<file path="src/rtl/ro_puf_compare.sv">
// Ring-oscillator PUF bit generator: counts synchronized rising edges of two
// oscillators over a fixed window and registers which one ran faster.
module ro_puf_compare #(
  parameter int unsigned WINDOW_CYCLES = 1024,
  parameter int unsigned SETTLE_CYCLES = 16,
  parameter int unsigned CNT_W         = 16
) (
  input  logic             clk,
  input  logic             rst,
  input  logic             start,
  input  logic             osc_a,
  input  logic             osc_b,
  output logic             enable_a,
  output logic             enable_b,
  output logic             busy,
  output logic             done,
  output logic             response,
  output logic             tie,
  output logic [CNT_W-1:0] count_a,
  output logic [CNT_W-1:0] count_b
);

  localparam int unsigned TMR_W = 16;
  localparam logic [TMR_W-1:0] SETTLE_LAST =
    TMR_W'((SETTLE_CYCLES > 0) ? SETTLE_CYCLES - 1 : 0);
  localparam logic [TMR_W-1:0] WINDOW_LAST =
    TMR_W'((WINDOW_CYCLES > 0) ? WINDOW_CYCLES - 1 : 0);
  localparam logic SKIP_SETTLE = (SETTLE_CYCLES == 0);
  localparam logic [CNT_W-1:0] CNT_MAX = {CNT_W{1'b1}};

  typedef enum logic [2:0] {
    ST_IDLE,
    ST_SETTLE,
    ST_MEASURE,
    ST_COMPARE,
    ST_DONE
  } state_e;

  state_e             state_q, state_d;
  logic [TMR_W-1:0]   tmr_q, tmr_d;
  logic [2:0]         sync_a_q, sync_a_d;
  logic [2:0]         sync_b_q, sync_b_d;
  logic [CNT_W-1:0]   count_a_q, count_a_d;
  logic [CNT_W-1:0]   count_b_q, count_b_d;
  logic               response_q, response_d;
  logic               tie_q, tie_d;
  logic               enable_q, enable_d;
  logic               busy_q, busy_d;
  logic               done_q, done_d;
  logic               edge_a_c, edge_b_c;

  // [0],[1] synchronize; [2] is edge history, running in every state
  assign sync_a_d = {sync_a_q[1:0], osc_a};
  assign sync_b_d = {sync_b_q[1:0], osc_b};
  assign edge_a_c = sync_a_q[1] & ~sync_a_q[2];
  assign edge_b_c = sync_b_q[1] & ~sync_b_q[2];

  always_comb begin
    state_d    = state_q;
    tmr_d      = tmr_q;
    count_a_d  = count_a_q;
    count_b_d  = count_b_q;
    response_d = response_q;
    tie_d      = tie_q;

    case (state_q)
      ST_IDLE: begin
        if (start) begin
          tmr_d      = '0;
          count_a_d  = '0;
          count_b_d  = '0;
          response_d = 1'b0;
          tie_d      = 1'b0;
          state_d    = SKIP_SETTLE ? ST_MEASURE : ST_SETTLE;
        end
      end
      ST_SETTLE: begin
        if (tmr_q == SETTLE_LAST) begin
          tmr_d   = '0;
          state_d = ST_MEASURE;
        end else begin
          tmr_d = tmr_q + TMR_W'(1);
        end
      end
      ST_MEASURE: begin
        if (edge_a_c && (count_a_q != CNT_MAX)) count_a_d = count_a_q + CNT_W'(1);
        if (edge_b_c && (count_b_q != CNT_MAX)) count_b_d = count_b_q + CNT_W'(1);
        if (tmr_q == WINDOW_LAST) begin
          tmr_d   = '0;
          state_d = ST_COMPARE;
        end else begin
          tmr_d = tmr_q + TMR_W'(1);
        end
      end
      ST_COMPARE: begin
        response_d = (count_a_q > count_b_q);
        tie_d      = (count_a_q == count_b_q);
        state_d    = ST_DONE;
      end
      ST_DONE: state_d = ST_IDLE;
      default: state_d = ST_IDLE;
    endcase

    // status outputs are registered from the next state so they align with it
    enable_d = (state_d == ST_SETTLE) || (state_d == ST_MEASURE);
    busy_d   = (state_d == ST_SETTLE) || (state_d == ST_MEASURE) ||
               (state_d == ST_COMPARE);
    done_d   = (state_d == ST_DONE);
  end

  always_ff @(posedge clk or posedge rst) begin
    if (rst) begin
      state_q    <= ST_IDLE;
      tmr_q      <= '0;
      sync_a_q   <= '0;
      sync_b_q   <= '0;
      count_a_q  <= '0;
      count_b_q  <= '0;
      response_q <= 1'b0;
      tie_q      <= 1'b0;
      enable_q   <= 1'b0;
      busy_q     <= 1'b0;
      done_q     <= 1'b0;
    end else begin
      state_q    <= state_d;
      tmr_q      <= tmr_d;
      sync_a_q   <= sync_a_d;
      sync_b_q   <= sync_b_d;
      count_a_q  <= count_a_d;
      count_b_q  <= count_b_d;
      response_q <= response_d;
      tie_q      <= tie_d;
      enable_q   <= enable_d;
      busy_q     <= busy_d;
      done_q     <= done_d;
    end
  end

  assign enable_a = enable_q;
  assign enable_b = enable_q;
  assign busy     = busy_q;
  assign done     = done_q;
  assign response = response_q;
  assign tie      = tie_q;
  assign count_a  = count_a_q;
  assign count_b  = count_b_q;

endmodule

</file>
<file path="config.mk">
export PLATFORM = sky130hd
export DESIGN_NAME = ro_puf_compare
export DESIGN_NICKNAME = d
export VERILOG_FILES = /design/src/rtl/ro_puf_compare.sv
export SDC_FILE = /design/constraint.sdc
export NUM_CORES = 1
export LEC_CHECK = 0
export ABC_CLOCK_PERIOD_IN_PS = 3360
export CAP_MARGIN = 15
export CORE_MARGIN = 3
export CORE_UTILIZATION = 55
export CTS_CLUSTER_SIZE = 8
export DETAILED_ROUTE_END_ITERATION = 10
export GPL_TIMING_DRIVEN = 0
export PLACE_DENSITY = 0.78
export SETUP_SLACK_MARGIN = 0.4
export SLEW_MARGIN = 20
export SYNTH_ARGS = -nofsm -noshare
export SYNTH_HDL_FRONTEND = slang
export SYNTH_SLANG_ARGS = --single-unit
</file>
<file path="constraint.sdc">
create_clock -name clk -period 3.36 [get_ports clk]
set_input_delay 0.672 -clock clk [delete_from_list [all_inputs] [get_ports clk]]
set_output_delay 0.672 -clock clk [all_outputs]
set_load 0.005 [all_outputs]
</file>
After elaboration in Yosys (flattened, before gate mapping)
Index checks and enable logic that the tools add are counted.
- bits in registers: 62
- bits of input ports: 5
- output and inout bits: 38
- word-level logic and storage cells: 61
- $add $sub $neg: 3
- order comparisons: 1
- equality and inequality tests: 15
- muxes and demuxes: 15
- bitwise logic cells: 4
- reductions and logical operators: 12
- operators by type and width (cell ; count):
    $mux W16 ; 5
    $pmux W16 S2 ; 2
    $add A16 B1 Y16 const B ; 3
    $pmux W16 S3 ; 1
    $ne A16 B16 Y1 const B ; 2
    $eq A16 B10 Y1 const B ; 1
    $eq A16 B16 Y1 ; 1
    $eq A16 B4 Y1 const B ; 1
    $gt A16 B16 Y1 ; 1
    $eq A3 B2 Y1 const B ; 4
    $pmux W3 S4 ; 1
    $mux W3 ; 3
    $eq A3 B1 Y1 const B ; 2
    $ne A2 B2 Y1 const B ; 3
    $reduce_and A3 Y1 ; 2
    $pmux W1 S2 ; 2
    $reduce_and A2 Y1 ; 2
    $reduce_bool A2 Y1 ; 2
    $eq A3 B3 Y1 const B ; 1
    $logic_not A3 Y1 ; 1
    $reduce_bool A3 Y1 ; 1
    $and A1 B1 Y1 ; 2
    $logic_and A1 B1 Y1 ; 2
    $logic_or A1 B1 Y1 ; 2
    other kinds (2) ; 3

Logic depth before layout (Yosys ltp)
- word-level depth: 6
- mapped depth: 8
- gate-level depth less buffers: 7

Worst setup path before layout
OpenSTA, ideal clock, no wires.
- path type: reg-to-reg
- start: register count_a_q[13], in the netlist count_a[13]
- end: register response_q, in the netlist response
- library setup time: 0.134 ns
- arrival: 1.620 ns
- data required time: 3.226 ns
- slack: 1.606 ns
- stages on the path, launching flop included: 7
- path buffers: 0
- period minus slack after synthesis: 1.754 ns
- cells stage by stage: dfrtp_1 ha_1 a21o_1 a21o_1 a21o_1 a2111oi_0 o21ai_0
- word-level cells in the longest chain between the ends: 2
- ends and longest elaborated chain (what ; line ; text):
    start: declaration ; 43 ; logic [CNT_W-1:0] count_a_q, count_a_d;
    start signal: assignment ; 129 ; count_a_q <= count_a_d;
    $gt A16 B16 Y1 ; 96 ; response_d = (count_a_q > count_b_q);
    $pmux W1 S2 ; 66 ; case (state_q)
    end signal: assignment ; 131 ; response_q <= response_d;
    end: declaration ; 45 ; logic response_q, response_d;
No other way between the ends.
A chain may end at the register's enable or synchronous reset.

Final worst setup path
- start: input port start
- end: register count_b_q[8], in the netlist count_b[8]
- word-level cells in the longest chain between the ends: 2
- ends and longest elaborated chain (what ; line ; text):
    start: declaration ; 10 ; input logic start,
    $ne A2 B2 Y1 (no source line) ; - ;
    $reduce_and A3 Y1 (no source line) ; - ;
    end signal: assignment ; 130 ; count_b_q <= count_b_d;
    end: declaration ; 44 ; logic [CNT_W-1:0] count_b_q, count_b_d;
No other way between the ends.

==> key figures <==
Worst hold path
  • Hold crit path type: reg -> reg
  • Hold path start: sync_a_q[0]
  • Hold path depth: 0
  • Hold EP: sync_a_q[1]

Synth
  • Post-Synthesis Net Count: about 410
  • Syn avg cell area: between 9 and 10 um^2
  • Register bit total from synthesis: 62
  • EDFF count, synth: 0
  • Synthesis Warnings: 0
  • FFs w/ async S/R, synth: 100%
  • Mapped Area: about 3600 um^2
  • Sequential share of the synthesized area: 42.8%
  • Synthesized netlist cell count: 387
  • Main synth FF type: dfrtp_1
  • Distinct cells, synth: 52

Global route
  • Aggregate global-route resource usage: 24.7%
  • Vias in the first global route: 3010
  • Pin count of the biggest net entering global routing: 34
  • First-pass GRT wire length: 14600 um
  • Initial antenna violation count: 0
  • Grt total ovfl: 0

Clock network
  • Number of CTS-inserted buffers: 9
  • CTS tree: built
  • CTS clk-pin slew, worst paths: 0.07 ns
  • Resized cells post-CTS: 0
  • Maximum clock insertion buffer count: 2
  • # hold bufs at CTS: 0
  • Clock Sinks: 62
  • Clk root buf: clkbuf_8
  • Clock latency on the worst-skew pair: 0.33 ns
  • CTS H-tree lvls: 3
  • Post-CTS Setup Repair Bufs: 0

Final layout
  • Multi-input gate area: 1880 um^2
  • Register area: ~1600 um^2
  • ANT cells: 0
  • Finished Layout Cells: 521
  • Final core utilization: 71.4%
  • Share of cells above drive strength 1: 8.74%
  • Nets: approximately 470
  • Fill cells: around 460
  • Layout area overhead: 20.8%

Setup path
  • R2R Path Start: state_q[0]
  • Critical Path End Type: register
  • Worst reg2reg endpoint: count_b[8]
  • R2R depth: 4
  • WP data required: 3.55 ns
  • Crit start category: primary input
  • Reg2Reg Setup Slack: 1.22 ns
  • Worst-path fanout max: 10
  • Crit Path Class: in -> reg
  • Arrival time at the worst endpoint: 2.49 ns

Placed design
  • Routability Congestion: between 0.8 and 0.9
  • Inst Count DP: 505
  • Final HPWL DP: 6070 um
  • Port Buf Inserts: 42

Power
  • Peak supply drop: 0.311 mV
  • Leakage: 1.86 nW
  • P per Cell Area: about 370 nW/um^2

Timing
  • Final Max Slew Viols: 0
  • Setup_tns: 0 ns
  • Hold Fails Final Rpt: 0
  • Final setup violation count: 0
  • RSZ-0062 raised after global routing: no
  • Clk_skew: 0.00500 ns
  • Fin crit share: 68.3%
  • Slew margin rel.: 51.6%
  • Slew @ Worst Pin: roughly 0.72 ns
  • Final worst path period need: 2.30 ns
  • Max Clock Freq: 435 MHz

Route
  • DR vias: 3144
  • Drt wl/cell: 16.4 um
  • Antenna Nets Post-Route: 0
  • Initial DRT Pass Iterations: 5
  • Avg Vias per Cell: 6.03
  • Post-route DRC violation count: 0
  • First DRT Iteration DRCs: between 150 and 200
  • Wirelength, routed: 8540 um

Die
  • Die area: between 7000 and 8000 um^2
  • Row cnt: 28
  • Starting density of the core: 59.1%
  • Core area: 6130 um^2
  • Die height: 87.2 um
  • Ports: 43
  • Die width: 87.2 um

Outcome
  • Run status: finished, final reports clean

Flow run
  • Max_cap viols: 0
## how the worst max path moves through the flow
stage,from,endpoint,slack [ns],cells past startpoint
after detailed placement,start,count_b[8],0.72,4
after global placement,rst,tmr_q[12],0.07,2
final,start,count_b[8],1.06,4
after CTS,start,count_b[8],1.06,4
after global routing,start,count_b[5],0.90,4
after floorplan,rst,busy,1.15,1
## final cells by class
class | count | share of cell area, %
Buffer | 14 | 2.20
Clock inverter | 4 | 1.60
Inverter | 25 | 2.20
Clock buffer | 12 | 3.32
Tap cell | 75 | 2.14
Sequential cell | 62 | 35.5
Multi-Input combinational cell | 286 | 43.0
Timing Repair Buffer | 43 | 10.1
## through the flow
| stage | power, mW | setup slack [ns] | hold slack (ns) | instance area [um^2] |
|---|---|---|---|---|
| floorplan | 0.866 | 1.15 | 0.331 | 3620 |
| global placement | 0.919 | 0.0655 | 0.337 | 4140 |
| detailed placement | 0.929 | 0.715 | 0.340 | 4160 |
| CTS | 1.65 | 1.06 | 0.368 | 4380 |
| global route | 1.71 | 0.904 | 0.375 | 4380 |
| finish | 1.63 | 1.06 | 0.359 | 4380 |
## logic make-up after synthesis
group	Yosys count	synth area share, %
AO/OA/AOI/OAI	82	13.7
XOR/XNOR	19	4.59
adder cells (fa/ha/maj)	19	6.56
buffers and inverters	39	5.25
flip-flops	62	42.8
multiplexers	6	1.69
AND/OR/NAND/NOR	160	25.4
## synth_stat cells, types with 4 or more instances
library cell,number,area (um^2)
ha_1,19,238
clkbuf_1,5,18.8
buf_6,5,56.3
mux2i_1,5,50.1
a31oi_1,12,75.1
and3_1,11,68.8
inv_1,25,93.8
nand3_1,18,90.1
nor2b_1,5,31.3
a21oi_1,29,145
dfrtp_1,62,1550
nor2_1,29,109
nand2_1,35,131
and4_1,5,43.8
nand4_1,12,75.1
nor4_1,10,62.6
a21o_1,4,30.0
nor3_1,6,30.0
xnor2_1,18,158
or3_1,5,31.3
o21ai_0,20,100
## worst max-delay path, stage by stage
cell and delay (ns):
clkdlybuf4s50_1 0.55, nor4b_2 0.63, clkbuf_1 0.49, nor2_1 0.13
## where the power goes
| part | leakage, nW | internal, mW | switching [mW] |
|---|---|---|---|
| Sequential | 0.703 | 0.765 | 0.0275 |
| Clock | 0.110 | 0.436 | 0.277 |
| Combinational | 1.05 | 0.0626 | 0.0618 |
## routing by layer
layer / routed length [um] / GRT usage [%]
met1: 3990 / 34.5
met2: 3930 / 37.8
met3: 558 / 7.76
met4: 62 / 5.30
met5: 0 / 0
## sequential cells by signal, indices dropped and copies added, names as in the netlist
signal,cells
state_q,3
enable_a,1
tmr_q,16
busy,1
tie,1
response,1
count_b,16
sync_b_q,3
count_a,16
sync_a_q,3
done,1
## cell usage in the layout, fill, tap and decap left out, types with 18 or more instances in the layout
cell,n
a21oi_1,29
clkdlybuf4s50_1,42
dfrtp_1,62
ha_1,19
inv_1,24
nand2_1,35
nand3_1,18
nor2_1,29
o21ai_0,20
xnor2_1,18
No activity file was read; power rests on OpenSTA's default activity.
